`config.mk`:
```
export PLATFORM = sky130hd
export DESIGN_NAME = ws2812_frame_streamer_flat
export DESIGN_NICKNAME = d
export VERILOG_FILES = /design/src/rtl/ws2812_frame_streamer_if.sv /design/src/rtl/ws2812_frame_streamer.sv /design/src/flat_wrapper.sv
export SDC_FILE = /design/constraint.sdc
export NUM_CORES = 1
export LEC_CHECK = 0
export ABC_AREA = 1
export CORE_MARGIN = 3
export CORE_UTILIZATION = 57
export CTS_CLUSTER_DIAMETER = 100
export DETAILED_ROUTE_END_ITERATION = 12
export PLACE_DENSITY = 0.8
export SLEW_MARGIN = 10
export SYNTH_ARGS = -nofsm -noshare
export SYNTH_HDL_FRONTEND = slang
export SYNTH_SLANG_ARGS = --single-unit
```
`constraint.sdc`:
```
create_clock -name clk -period 2.8 [get_ports clk]
set_input_delay 0.84 -clock clk [delete_from_list [all_inputs] [get_ports clk]]
set_output_delay 0.84 -clock clk [all_outputs]
set_load 0.05 [all_outputs]
```
`src/rtl/ws2812_frame_streamer_if.sv`:
```
`default_nettype none
// ============================================================================
// Module      : ws2812_frame_streamer_if
// Description : Control, framebuffer read and LED data signals of the streamer.
// Revision    : 1.0 - initial release
// ============================================================================
interface ws2812_frame_streamer_if #(
  parameter int ADDR_W = 6
);
  logic              start;
  logic [ADDR_W-1:0] pixel_addr;
  logic [23:0]       pixel_data;
  logic              busy;
  logic              done;
  logic              dout;

  modport master (
    output start,
    output pixel_data,
    input  pixel_addr,
    input  busy,
    input  done,
    input  dout
  );

  modport slave (
    input  start,
    input  pixel_data,
    output pixel_addr,
    output busy,
    output done,
    output dout
  );
endinterface
`default_nettype wire

```
`src/rtl/ws2812_frame_streamer.sv`:
```
`default_nettype none
// ============================================================================
// Module      : ws2812_frame_streamer
// Description : Streams one frame of GRB pixels onto a WS2812 line, then latches.
// Revision    : 1.0 - initial release
// ============================================================================
module ws2812_frame_streamer #(
  parameter int NUM_PIXELS   = 64,
  parameter int T0H          = 4,
  parameter int T1H          = 8,
  parameter int T_BIT        = 15,
  parameter int LATCH_CYCLES = 1000,
  parameter int ADDR_W       = (NUM_PIXELS > 1) ? $clog2(NUM_PIXELS) : 1
) (
  input  wire logic             clk,
  input  wire logic             reset,
  ws2812_frame_streamer_if.slave bus
);

  localparam int CYC_W = (T_BIT > 2) ? $clog2(T_BIT) : 1;
  localparam int LAT_W = $clog2(LATCH_CYCLES + 1);

  localparam logic [CYC_W-1:0]  c_CYC_LAST  = CYC_W'(T_BIT - 1);
  localparam logic [CYC_W-1:0]  c_T0H       = CYC_W'(T0H);
  localparam logic [CYC_W-1:0]  c_T1H       = CYC_W'(T1H);
  localparam logic [LAT_W-1:0]  c_LAT_LAST  = LAT_W'(LATCH_CYCLES - 1);
  localparam logic [ADDR_W-1:0] c_ADDR_LAST = ADDR_W'(NUM_PIXELS - 1);
  localparam logic [ADDR_W-1:0] c_ADDR_ONE  = (NUM_PIXELS == 1) ? '0 : ADDR_W'(1);
  localparam logic [4:0]        c_BIT_LAST  = 5'd23;

  typedef enum logic [2:0] {
    ST_IDLE   = 3'd0,
    ST_FETCH0 = 3'd1,
    ST_FETCH1 = 3'd2,
    ST_SHIFT  = 3'd3,
    ST_LATCH  = 3'd4
  } state_t;

  state_t            r_state, w_state_nxt;
  logic [ADDR_W-1:0] r_addr,  w_addr_nxt;
  logic [ADDR_W-1:0] r_pix,   w_pix_nxt;
  logic [23:0]       r_shreg, w_shreg_nxt;
  logic [CYC_W-1:0]  r_cyc,   w_cyc_nxt;
  logic [4:0]        r_bit,   w_bit_nxt;
  logic [LAT_W-1:0]  r_lat,   w_lat_nxt;
  logic              r_dout,  w_dout_nxt;
  logic              r_done,  w_done_nxt;

  always_ff @(posedge clk or posedge reset) begin
    if (reset) begin
      r_state <= ST_IDLE;
      r_addr  <= '0;
      r_pix   <= '0;
      r_shreg <= '0;
      r_cyc   <= '0;
      r_bit   <= '0;
      r_lat   <= '0;
      r_dout  <= 1'b0;
      r_done  <= 1'b0;
    end else begin
      r_state <= w_state_nxt;
      r_addr  <= w_addr_nxt;
      r_pix   <= w_pix_nxt;
      r_shreg <= w_shreg_nxt;
      r_cyc   <= w_cyc_nxt;
      r_bit   <= w_bit_nxt;
      r_lat   <= w_lat_nxt;
      r_dout  <= w_dout_nxt;
      r_done  <= w_done_nxt;
    end
  end

  always_comb begin
    w_state_nxt = r_state;
    w_addr_nxt  = r_addr;
    w_pix_nxt   = r_pix;
    w_shreg_nxt = r_shreg;
    w_cyc_nxt   = r_cyc;
    w_bit_nxt   = r_bit;
    w_lat_nxt   = r_lat;
    w_done_nxt  = 1'b0;

    case (r_state)
      ST_IDLE: begin
        if (bus.start) begin
          w_addr_nxt  = '0;
          w_state_nxt = ST_FETCH0;
        end
      end
      ST_FETCH0: begin
        w_state_nxt = ST_FETCH1;
      end
      ST_FETCH1: begin
        w_shreg_nxt = bus.pixel_data;
        w_addr_nxt  = c_ADDR_ONE;
        w_pix_nxt   = '0;
        w_bit_nxt   = '0;
        w_cyc_nxt   = '0;
        w_state_nxt = ST_SHIFT;
      end
      ST_SHIFT: begin
        if (r_cyc == c_CYC_LAST) begin
          w_cyc_nxt = '0;
          if (r_bit == c_BIT_LAST) begin
            w_bit_nxt = '0;
            if (r_pix == c_ADDR_LAST) begin
              w_addr_nxt  = '0;
              w_lat_nxt   = '0;
              w_state_nxt = ST_LATCH;
            end else begin
              // The next pixel was addressed for this whole pixel, so its data is ready now.
              w_shreg_nxt = bus.pixel_data;
              w_addr_nxt  = (r_addr == c_ADDR_LAST) ? '0 : r_addr + 1'b1;
              w_pix_nxt   = r_pix + 1'b1;
            end
          end else begin
            w_shreg_nxt = {r_shreg[22:0], 1'b0};
            w_bit_nxt   = r_bit + 1'b1;
          end
        end else begin
          w_cyc_nxt = r_cyc + 1'b1;
        end
      end
      ST_LATCH: begin
        if (r_lat == c_LAT_LAST) begin
          w_lat_nxt   = '0;
          w_done_nxt  = 1'b1;
          w_state_nxt = ST_IDLE;
        end else begin
          w_lat_nxt = r_lat + 1'b1;
        end
      end
      default: begin
        w_state_nxt = ST_IDLE;
      end
    endcase

    // Computed from next-state values so the registered line tracks r_cyc exactly.
    w_dout_nxt = (w_state_nxt == ST_SHIFT) &&
                 (w_cyc_nxt < (w_shreg_nxt[23] ? c_T1H : c_T0H));
  end

  assign bus.pixel_addr = r_addr;
  assign bus.busy       = (r_state != ST_IDLE);
  assign bus.done       = r_done;
  assign bus.dout       = r_dout;

endmodule
`default_nettype wire

```
`src/flat_wrapper.sv`:
```
// flat-port wrapper written by rule: the top's interface ports become plain ports
module ws2812_frame_streamer_flat 
#(
  parameter int NUM_PIXELS   = 64,
  parameter int T0H          = 4,
  parameter int T1H          = 8,
  parameter int T_BIT        = 15,
  parameter int LATCH_CYCLES = 1000,
  parameter int ADDR_W       = (NUM_PIXELS > 1) ? $clog2(NUM_PIXELS) : 1
)
  (clk, reset, bus_start, bus_pixel_data, bus_pixel_addr, bus_busy, bus_done, bus_dout);
  ws2812_frame_streamer_if #(.ADDR_W(ADDR_W)) bus_i ();
  input  wire logic clk;
  input  wire logic reset;
  input wire logic [$bits(bus_i.start)-1:0] bus_start;
  input wire logic [$bits(bus_i.pixel_data)-1:0] bus_pixel_data;
  output wire logic [$bits(bus_i.pixel_addr)-1:0] bus_pixel_addr;
  output wire logic [$bits(bus_i.busy)-1:0] bus_busy;
  output wire logic [$bits(bus_i.done)-1:0] bus_done;
  output wire logic [$bits(bus_i.dout)-1:0] bus_dout;
  assign bus_i.start = bus_start;
  assign bus_i.pixel_data = bus_pixel_data;
  assign bus_pixel_addr = bus_i.pixel_addr;
  assign bus_busy = bus_i.busy;
  assign bus_done = bus_i.done;
  assign bus_dout = bus_i.dout;
  ws2812_frame_streamer #(.NUM_PIXELS(NUM_PIXELS), .T0H(T0H), .T1H(T1H), .T_BIT(T_BIT), .LATCH_CYCLES(LATCH_CYCLES), .ADDR_W(ADDR_W)) u_core (.clk(clk), .reset(reset), .bus(bus_i));
endmodule
```
==> impl_metrics.env, run 1 <==
export IMPL_outcome="complete, no violations"
export IMPL_multi_input_area_sq_um=1630
export IMPL_cts_hold_buf=0
export IMPL_synth_top_cell_by_area="dfrtp_1"
export IMPL_clk_pin_slew_ps=70
export IMPL_nets=477
export IMPL_p_per_area_nw_per_um2=485
export IMPL_first_global_vias=2909
export IMPL_synth_seq_cells=60
export IMPL_core_sq_um=5640
export IMPL_wl_per_cell_um=13.7
export IMPL_cts_resized_gates=0
export IMPL_synth_top_cell_area_share_pct=44.0
export IMPL_die_x_um=83.3
export IMPL_timing_setup_tns_ps=0
export IMPL_critPathLaunchType="register"
export IMPL_overflow=0
export IMPL_dr_pass1_iters=4
export IMPL_yosys_top_cells_area="dfrtp_1, nand2_1, o21ai_0, nand3_1, inv_1"
export IMPL_syn_num_nets=440
export IMPL_cp_cell_sequence="nor2_1 -> nand2_1 -> clkdlybuf4s50_1"
export IMPL_hpwl_mm=4.89
export IMPL_finalHoldViolCount=0
export IMPL_internal_power_uw=1570
export IMPL_drive_above_1_share_pct=14.7
export IMPL_antenna_cells=0
export IMPL_synth_cells=406
export IMPL_clock_sinks=60
export IMPL_cts_buffers=9
export IMPL_crit_required_ps=1960
export IMPL_root_buffer="clkbuf_8"
export IMPL_syn_avg_cell_area_sq_um=8.40
export IMPL_seq_area_sq_um=1500
export IMPL_io_pins=36
export IMPL_gr_usage_met1_pct=27.4
export IMPL_seqPwrFrac_pct=45.6
export IMPL_pwr_share_clk_pct=49.9
export IMPL_antenna_left=0
export IMPL_drt_drc_violations_left=0
export IMPL_ir_drop_uv=396
export IMPL_max_freq_mhz=389
export IMPL_mostFrequentLayoutCells="nand2_1, dfrtp_1, o21ai_0"
export IMPL_area_growth_synth_to_final_pct=18.5
export IMPL_cap_violations=0
export IMPL_slowest_stage="clkdlybuf4s50_1"
export IMPL_grtUsageMet2_pct=37.0
export IMPL_seq_area_frac_synth_pct=44.0
export IMPL_synthDistinctLibCells=42
export IMPL_min_path_type="reg2reg"
export IMPL_grtUsageTotal_pct=22.1
export IMPL_cts_buffer_depth=2
export IMPL_fin_crit_sh_pct=91.8
export IMPL_worstPathArrival_ps=1730
export IMPL_place_congestion=0.834
export IMPL_cts_tree="done"
export IMPL_endpoint_kind="output port"
export IMPL_report_final_slew_viol_count=0
export IMPL_met3_usage_pct=5.26
export IMPL_worst_slew_pin_slew_ps=549
export IMPL_final_core_util_pct=71.6
export IMPL_h_tree_depth=3
export IMPL_die_area_sq_um=6950
export IMPL_insertion_delay_ps=340
export IMPL_die_y_um=83.3
export IMPL_max_slew_margin_pct=63.4
export IMPL_start_util_pct=60.4
export IMPL_grt_pass1_wl_mm=12.6
export IMPL_swShare_pct=19.8
export IMPL_skew_ps=9.92
export IMPL_via_per_inst=5.58
export IMPL_rows=27
export IMPL_p_comb_share_pct=4.4
export IMPL_grt_busiest_layer="met2"
export IMPL_cpPeakStageDelay_ps=700
export IMPL_p_sw_uw=387
export IMPL_netlist_area_sq_um=3410
export IMPL_routed_wl_mm=7.12
export IMPL_post_cts_buffers=0
export IMPL_nFillCells=442
export IMPL_crit_path_max_fanout=4
export IMPL_final_common_cell="nand2_1"
export IMPL_drtIter0Drc=152
export IMPL_path_class="reg2out"
export IMPL_vias=2900
export IMPL_antenna_found_initial=0
export IMPL_setup_viol=0
export IMPL_rsz0062_at_grt="no"
export IMPL_p_leak_uw=0.00175
export IMPL_yosys_warnings=0
export IMPL_grt_start_max_net_pins=61
export IMPL_period_needed_ps=2570
export IMPL_portBuffers=35
[per-layer routing]
layer  wire, um  share of wire [%]
met5          0                  0
met4        104                1.5
met3        384                5.4
met2       3430                 48
met1       3210                 45
[synth_stat cells, drive strengths merged]
cell type and count:
nor3 9, nand3b 1, mux2 1, a21boi 1
a22oi 1, clkbuf 3, dfrtp 60, nand2 100
xor2 5, ha 7, a22o 1, o31ai 1
clkinv 1, buf 9, xnor2 1, a21oi 11
a31oi 12, nand4 8, nor2 37, inv 42
o22ai 5, or2 1, o211ai 9, nand3 32
o21ai 47, o211a 1
[power groups by stage]
| stage | Combinational (uW) | Clock (uW) | Sequential (uW) |
|---|---|---|---|
| after floorplan | 33.2 | 0 | 909 |
| after global placement | 86.7 | 0 | 908 |
| after detailed placement | 88.9 | 0 | 908 |
| after CTS | 89.1 | 995 | 892 |
| after global routing | 96.3 | 1030 | 894 |
| final | 87.0 | 977 | 893 |
[cells by family (layout without fill, tap and decap cells)]
logic type,count (synthesis),after routing,synth area share [%]
and+or+nand+nor,188,188,26.9
AOI/OAI and AO/OA,89,89,16.5
DFF,60,60,44.0
buffers and inverters,55,97,8.07
adders and majority gates,7,7,2.57
xor gates and xnor gates,6,6,1.54
muxes,1,1,0.330
[cell type report]
| class | count | area share (%) |
|---|---|---|
| Sequential cell | 60 | 37.2 |
| Clock buffer | 12 | 3.84 |
| Tap cell | 72 | 2.23 |
| Clock inverter | 4 | 2.35 |
| Multi-Input combinational cell | 291 | 40.4 |
| Timing Repair Buffer | 38 | 9.54 |
| Inverter | 43 | 4.43 |
[path summary, 6_finish.rpt]
| check | startpoint | endpoint | slack, ps | cells past startpoint |
|---|---|---|---|---|
| max | u_core.r_state[0]$_DFF_PP0_ | bus_busy | 230 | 3 |
| min | u_core.r_shreg[3]$_DFFE_PP0P_ | u_core.r_shreg[3]$_DFFE_PP0P_ | 480 | 2 |
| max reg2reg | u_core.r_bit[0]$_DFFE_PP0P_ | u_core.bus.dout$_DFF_PP0_ | 690 | 15 |
| min reg2reg | u_core.r_shreg[3]$_DFFE_PP0P_ | u_core.r_shreg[3]$_DFFE_PP0P_ | 480 | 2 |
| max in group asynchronous | reset | u_core.r_shreg[4]$_DFFE_PP0P_ | 1660 | 3 |
| min in group asynchronous | reset | u_core.r_lat[6]$_DFFE_PP0P_ | 870 | 3 |
[sequential cells by signal, summed over array words and instances, names as in the netlist]
register	cells
u_core.r_cyc	4
u_core.bus.dout	1
u_core.bus.done	1
u_core.r_bit	5
u_core.r_pix	6
u_core.r_state	3
u_core.bus.pixel_addr	6
u_core.r_lat	10
u_core.r_shreg	24
[worst max-delay path: cells and delay by family (launching register included)]
kind / cells / cell delay [ps]
buf+inv: 1 / 700
flops: 1 / 430
simple gates: 2 / 260
[stage by stage]
stage	total power (uW)	hold WS, ps	area (sq um)	worst slack, ps	std cells
after floorplan	942	444	3410	475	406
after global placement	994	460	3790	612	504
after detailed placement	997	465	3790	543	504
after CTS	1980	482	4040	203	520
after global routing	2020	501	4040	76.7	520
final	1960	477	4040	230	520
No activity file was read; power rests on OpenSTA's default activity.
==> run 2: changes to the inputs <==
Settings changed: CORE_ASPECT_RATIO from default to 0.7.
==> run 2 against run 1 <==
Cell count down 0.19%. Sequential cell count unchanged. Sequential power about the same. First-iteration DRC count up 40%. Clock power down 24%. Critical path depth unchanged. Non-clock buffer count unchanged. Setup slack worse by 22 ps. Critical endpoint unchanged.
==> impl_metrics.env, run 2 (synthesis gave the netlist of run 1 again) <==
export IMPL_seqPwrFrac_pct=51.7
export IMPL_min_path_type="reg2reg"
export IMPL_die_area_sq_um=6960
export IMPL_rr_endpoint="u_core.bus.dout$_DFF_PP0_"
export IMPL_hold_path_end="u_core.r_shreg[1]$_DFFE_PP0P_"
export IMPL_crit_required_ps=1960
export IMPL_grt_start_max_net_pins=61
export IMPL_portBuffers=35
export IMPL_report_final_slew_viol_count=0
export IMPL_hpwl_mm=5.23
export IMPL_worstPathArrival_ps=1750
export IMPL_final_common_cell="nand2_1"
export IMPL_top_regs="u_core.r_shreg (24), u_core.r_lat (10)"
export IMPL_worst_slew_pin_slew_ps=565
export IMPL_pwr_share_clk_pct=43.3
export IMPL_fin_crit_sh_pct=92.6
export IMPL_root_buffer="clkbuf_8"
export IMPL_grtUsageTotal_pct=23.3
export IMPL_overflow=0
export IMPL_r2r_setup_slack_ps=710
export IMPL_rr_startpoint="u_core.r_bit[0]$_DFFE_PP0P_"
export IMPL_p_leak_uw=0.00172
export IMPL_post_cts_buffers=0
export IMPL_drt_drc_violations_left=0
export IMPL_cts_buffer_depth=2
export IMPL_area_growth_synth_to_final_pct=16.5
export IMPL_insertion_delay_ps=330
export IMPL_core_sq_um=5510
export IMPL_timing_setup_tns_ps=0
export IMPL_antenna_cells=0
export IMPL_drive_above_1_share_pct=14.1
export IMPL_cts_tree="done"
export IMPL_min_path_cells=2
export IMPL_mostFrequentLayoutCells="nand2_1, dfrtp_1, o21ai_0"
export IMPL_grt_pass1_wl_mm=13.2
export IMPL_nets=477
export IMPL_internal_power_uw=1360
export IMPL_fin_hold_ws_ps=476
export IMPL_rows=22
export IMPL_endpoint_kind="output port"
export IMPL_drtIter0Drc=213
export IMPL_ff2ff_path_depth=8
export IMPL_via_per_inst=5.66
export IMPL_p_sw_uw=365
export IMPL_setup_viol=0
export IMPL_antenna_left=0
export IMPL_critPathLaunchType="register"
export IMPL_die_x_um=98.4
export IMPL_clk_pin_slew_ps=60
export IMPL_worstHoldStart="u_core.r_shreg[1]$_DFFE_PP0P_"
export IMPL_die_y_um=70.7
export IMPL_routed_wl_mm=7.57
export IMPL_dr_pass1_iters=5
export IMPL_vias=2937
export IMPL_skew_ps=8.50
export IMPL_largest_register_ffs=24
export IMPL_cts_hold_buf=0
export IMPL_post_place_ws_ps=564
export IMPL_period_needed_ps=2590
export IMPL_path_class="reg2out"
export IMPL_antenna_found_initial=0
export IMPL_cts_buffers=9
export IMPL_first_global_vias=2765
export IMPL_regMostFlops="u_core.r_shreg"
export IMPL_p_comb_share_pct=5.0
export IMPL_cap_violations=0
export IMPL_io_pins=36
export IMPL_swShare_pct=21.1
export IMPL_crit_path_max_fanout=4
export IMPL_setup_slack_ps=208
export IMPL_h_tree_depth=3
export IMPL_p_per_area_nw_per_um2=435
export IMPL_clock_sinks=60
export IMPL_rsz0062_at_grt="no"
export IMPL_max_slew_margin_pct=62.3
export IMPL_wl_per_cell_um=14.6
export IMPL_finalHoldViolCount=0
export IMPL_outcome="complete, no violations"
export IMPL_place_congestion=0.847
export IMPL_start_util_pct=61.9
export IMPL_max_freq_mhz=386
export IMPL_ir_drop_uv=290
export IMPL_cts_resized_gates=0
==> run 2: critical path, stage by stage, from the launching register on <==
cell             delay, ps
dfrtp_1                440
nor2_1                 200
nand2_1                 80
clkdlybuf4s50_1        700
==> run 2: power groups by stage <==
stage	registers [uW]	clock network [uW]	logic [uW]
final	893	747	86.3
after detailed placement	908	0	87.8
after global routing	894	804	96.4
after global placement	907	0	86.9
after CTS	892	761	88.2
after floorplan	909	0	33.2
==> run 2: cell type report <==
type | instances | area [sq um]
Multi-Input combinational cell | 291 | 1630
Fill cell | 422 | 1530
Sequential cell | 60 | 1500
Timing Repair Buffer | 38 | 385
Inverter | 43 | 179
Clock buffer | 13 | 149
Tap cell | 72 | 90.1
Clock inverter | 2 | 35.0
==> run 2: worst max-delay path by stage <==
stage / startpoint / to / cells after the start
CTS: u_core.r_state[0]$_DFF_PP0_ / bus_busy / 3
floorplan: reset / u_core.bus.done$_DFF_PP0_ / 1
global route: u_core.r_state[0]$_DFF_PP0_ / bus_busy / 3
global placement: u_core.r_state[0]$_DFF_PP0_ / bus_busy / 3
finish: u_core.r_state[0]$_DFF_PP0_ / bus_busy / 3
detailed placement: u_core.r_state[0]$_DFF_PP0_ / bus_busy / 3
==> run 2: metal layers <==
layer  up-vias  GRT usage, %  part of all wire, %
met5         -             0                    0
met4         0          6.97                  1.3
met3        12          6.50                  6.0
met2       105          34.5                   45
met1      1371          33.5                   48
li1       1449             -                    -
==> run 2: through the flow <==
stage / instances / total power [uW] / cell area [sq um] / util (%)
4_1_cts: 519 / 1740 / 3970 / 72.2
2_1_floorplan: 406 / 942 / 3410 / -
3_3_place_gp: 504 / 994 / 3790 / 68.8
6_report: 519 / 1730 / 3970 / 72.2
3_5_place_dp: 504 / 996 / 3790 / 68.8
5_1_grt: 519 / 1790 / 3970 / 72.2
==> run 3: changes to the inputs <==
==> constraint.sdc (replaced) <==
create_clock -name clk -period 2.8 [get_ports clk]
set_input_delay 0.28 -clock clk [delete_from_list [all_inputs] [get_ports clk]]
set_output_delay 0.28 -clock clk [all_outputs]
set_load 0.05 [all_outputs]
==> run 3 against run 2 <==
Register-to-register slack better by 60 ps. Non-clock buffer count unchanged. Sequential share of layout area up 0.14 points. Power down 3.7%. Sequential power about the same.
==> impl_metrics.env, run 3 (synthesis gave the netlist of run 1 again) <==
export IMPL_skew_ps=6.30
export IMPL_area_growth_synth_to_final_pct=16.1
export IMPL_first_global_vias=2720
export IMPL_hpwl_mm=5.14
export IMPL_drive_above_1_share_pct=14.3
export IMPL_post_cts_buffers=0
export IMPL_final_common_cell="nand2_1"
export IMPL_endpoint_kind="output port"
export IMPL_p_per_area_nw_per_um2=420
export IMPL_report_final_slew_viol_count=0
export IMPL_top_regs="u_core.r_shreg (24), u_core.r_lat (10)"
export IMPL_cts_tree="done"
export IMPL_vias=2906
export IMPL_worstPathArrival_ps=1780
export IMPL_max_slew_margin_pct=63.2
export IMPL_fin_crit_sh_pct=73.5
export IMPL_die_area_sq_um=6960
export IMPL_clk_pin_slew_ps=60
export IMPL_routed_wl_mm=7.45
export IMPL_cp_num_buf_inv=1
export IMPL_nets=477
export IMPL_grt_start_max_net_pins=61
export IMPL_critPathLaunch="u_core.r_state[0]$_DFF_PP0_"
export IMPL_die_x_um=98.4
export IMPL_cts_buffer_depth=2
export IMPL_start_util_pct=61.9
export IMPL_rsz0062_at_grt="no"
export IMPL_ir_drop_uv=308
export IMPL_grt_pass1_wl_mm=12.9
export IMPL_drt_drc_violations_left=0
export IMPL_io_pins=36
export IMPL_largest_register_ffs=24
export IMPL_p_leak_uw=0.00171
export IMPL_r2r_setup_slack_ps=770
export IMPL_drtIter0Drc=205
export IMPL_cts_hold_buf=0
export IMPL_mostFrequentLayoutCells="nand2_1, dfrtp_1, o21ai_0"
export IMPL_path_class="reg2out"
export IMPL_slowest_stage="clkdlybuf4s50_1"
export IMPL_grtUsageTotal_pct=23.0
export IMPL_die_y_um=70.7
export IMPL_h_tree_depth=3
export IMPL_antenna_found_initial=0
export IMPL_place_congestion=0.862
export IMPL_final_core_util_pct=71.9
export IMPL_timing_setup_tns_ps=0
export IMPL_critPathLaunchType="register"
export IMPL_cts_buffers=9
export IMPL_cp_depth=3
export IMPL_min_path_type="in2async"
export IMPL_crit_path_end="bus_busy"
export IMPL_portBuffers=35
export IMPL_cp_cell_sequence="nor2_1 -> nand2_1 -> clkdlybuf4s50_1"
export IMPL_worst_slew_pin_slew_ps=550
export IMPL_wl_per_cell_um=14.4
export IMPL_setup_viol=0
export IMPL_antenna_left=0
export IMPL_overflow=0
export IMPL_root_buffer="clkbuf_8"
export IMPL_core_sq_um=5510
export IMPL_cap_violations=0
export IMPL_power_uw=1660
export IMPL_rr_startpoint="u_core.r_bit[0]$_DFFE_PP0P_"
export IMPL_critical_path_top_delay_family="buffers and inverters"
export IMPL_dr_pass1_iters=5
export IMPL_ff2ff_path_depth=12
export IMPL_rr_endpoint="u_core.bus.dout$_DFF_PP0_"
export IMPL_insertion_delay_ps=340
export IMPL_clock_sinks=60
export IMPL_period_needed_ps=2060
export IMPL_max_freq_mhz=486
export IMPL_finalHoldViolCount=0
export IMPL_rows=22
export IMPL_cts_resized_gates=0
export IMPL_via_per_inst=5.60
export IMPL_crit_path_max_fanout=4
export IMPL_crit_required_ps=2520
export IMPL_regMostFlops="u_core.r_shreg"
export IMPL_design_area_sq_um=3960
export IMPL_cpPeakStageDelay_ps=710
export IMPL_outcome="complete, no violations"
export IMPL_antenna_cells=0
export IMPL_nFillCells=438
export IMPL_dpl_cell_area_sq_um=3790
run 3: cell types whose count changed in the layout (fill, tap and decap cells not counted), sizes merged:
| cell | before | now |
|---|---|---|
| clkinv | 2 | 3 |
| bufinv | 1 | 0 |
run 3: metrics by stage:
step                hold WS [ps]  instances  setup WS, ps
global placement             458        504           906
detailed placement           460        504           817
finish                       314        519           742
floorplan                    418        406          1030
CTS                          321        519           736
global route                 365        519           518
run 3: final cells by class:
type,instances,area (sq um),area share [%]
clock buffers,13,159,4.02
clock inverters,2,10.0,0.253
inverters,43,179,4.52
multi-input cells,291,1630,41.3
flip-flops and latches,60,1500,37.9
well taps,72,90.1,2.28
repair buffers,38,385,9.74
run 3: worst min path at each step:
stage | from | slack, ps | to | cells after the start
finish | reset | 310 | u_core.r_pix[2]$_DFFE_PP0P_ | 3
CTS | reset | 320 | u_core.r_shreg[14]$_DFFE_PP0P_ | 3
global placement | u_core.r_shreg[2]$_DFFE_PP0P_ | 460 | u_core.r_shreg[2]$_DFFE_PP0P_ | 2
global route | reset | 370 | u_core.r_lat[7]$_DFFE_PP0P_ | 3
detailed placement | u_core.r_shreg[1]$_DFFE_PP0P_ | 460 | u_core.r_shreg[1]$_DFFE_PP0P_ | 2
floorplan | bus_pixel_data[0] | 420 | u_core.r_shreg[0]$_DFFE_PP0P_ | 2
run 3: power by group:
part	internal, uW	switching [uW]	leakage [uW]
registers	883	9.77	0.000755
logic	48.5	38.7	0.000868
clock network	362	320	0.0000893
total	1290	369	0.00171
run 3: metal layers:
layer	global-route usage [%]	vias up	part of all wire, %
met5	0	-	0
met4	8.79	0	1.6
met3	5.12	13	5.8
met2	34.5	97	44
met1	32.8	1359	49
li1	-	1437	-
run 3: worst register-to-register path: cells and delay by family, from the launching register on:
family          cells  cell delay, ps
fa+ha+maj           2             400
flops               1             410
buf+inv             2             140
compound gates      2             280
simple gates        6             720
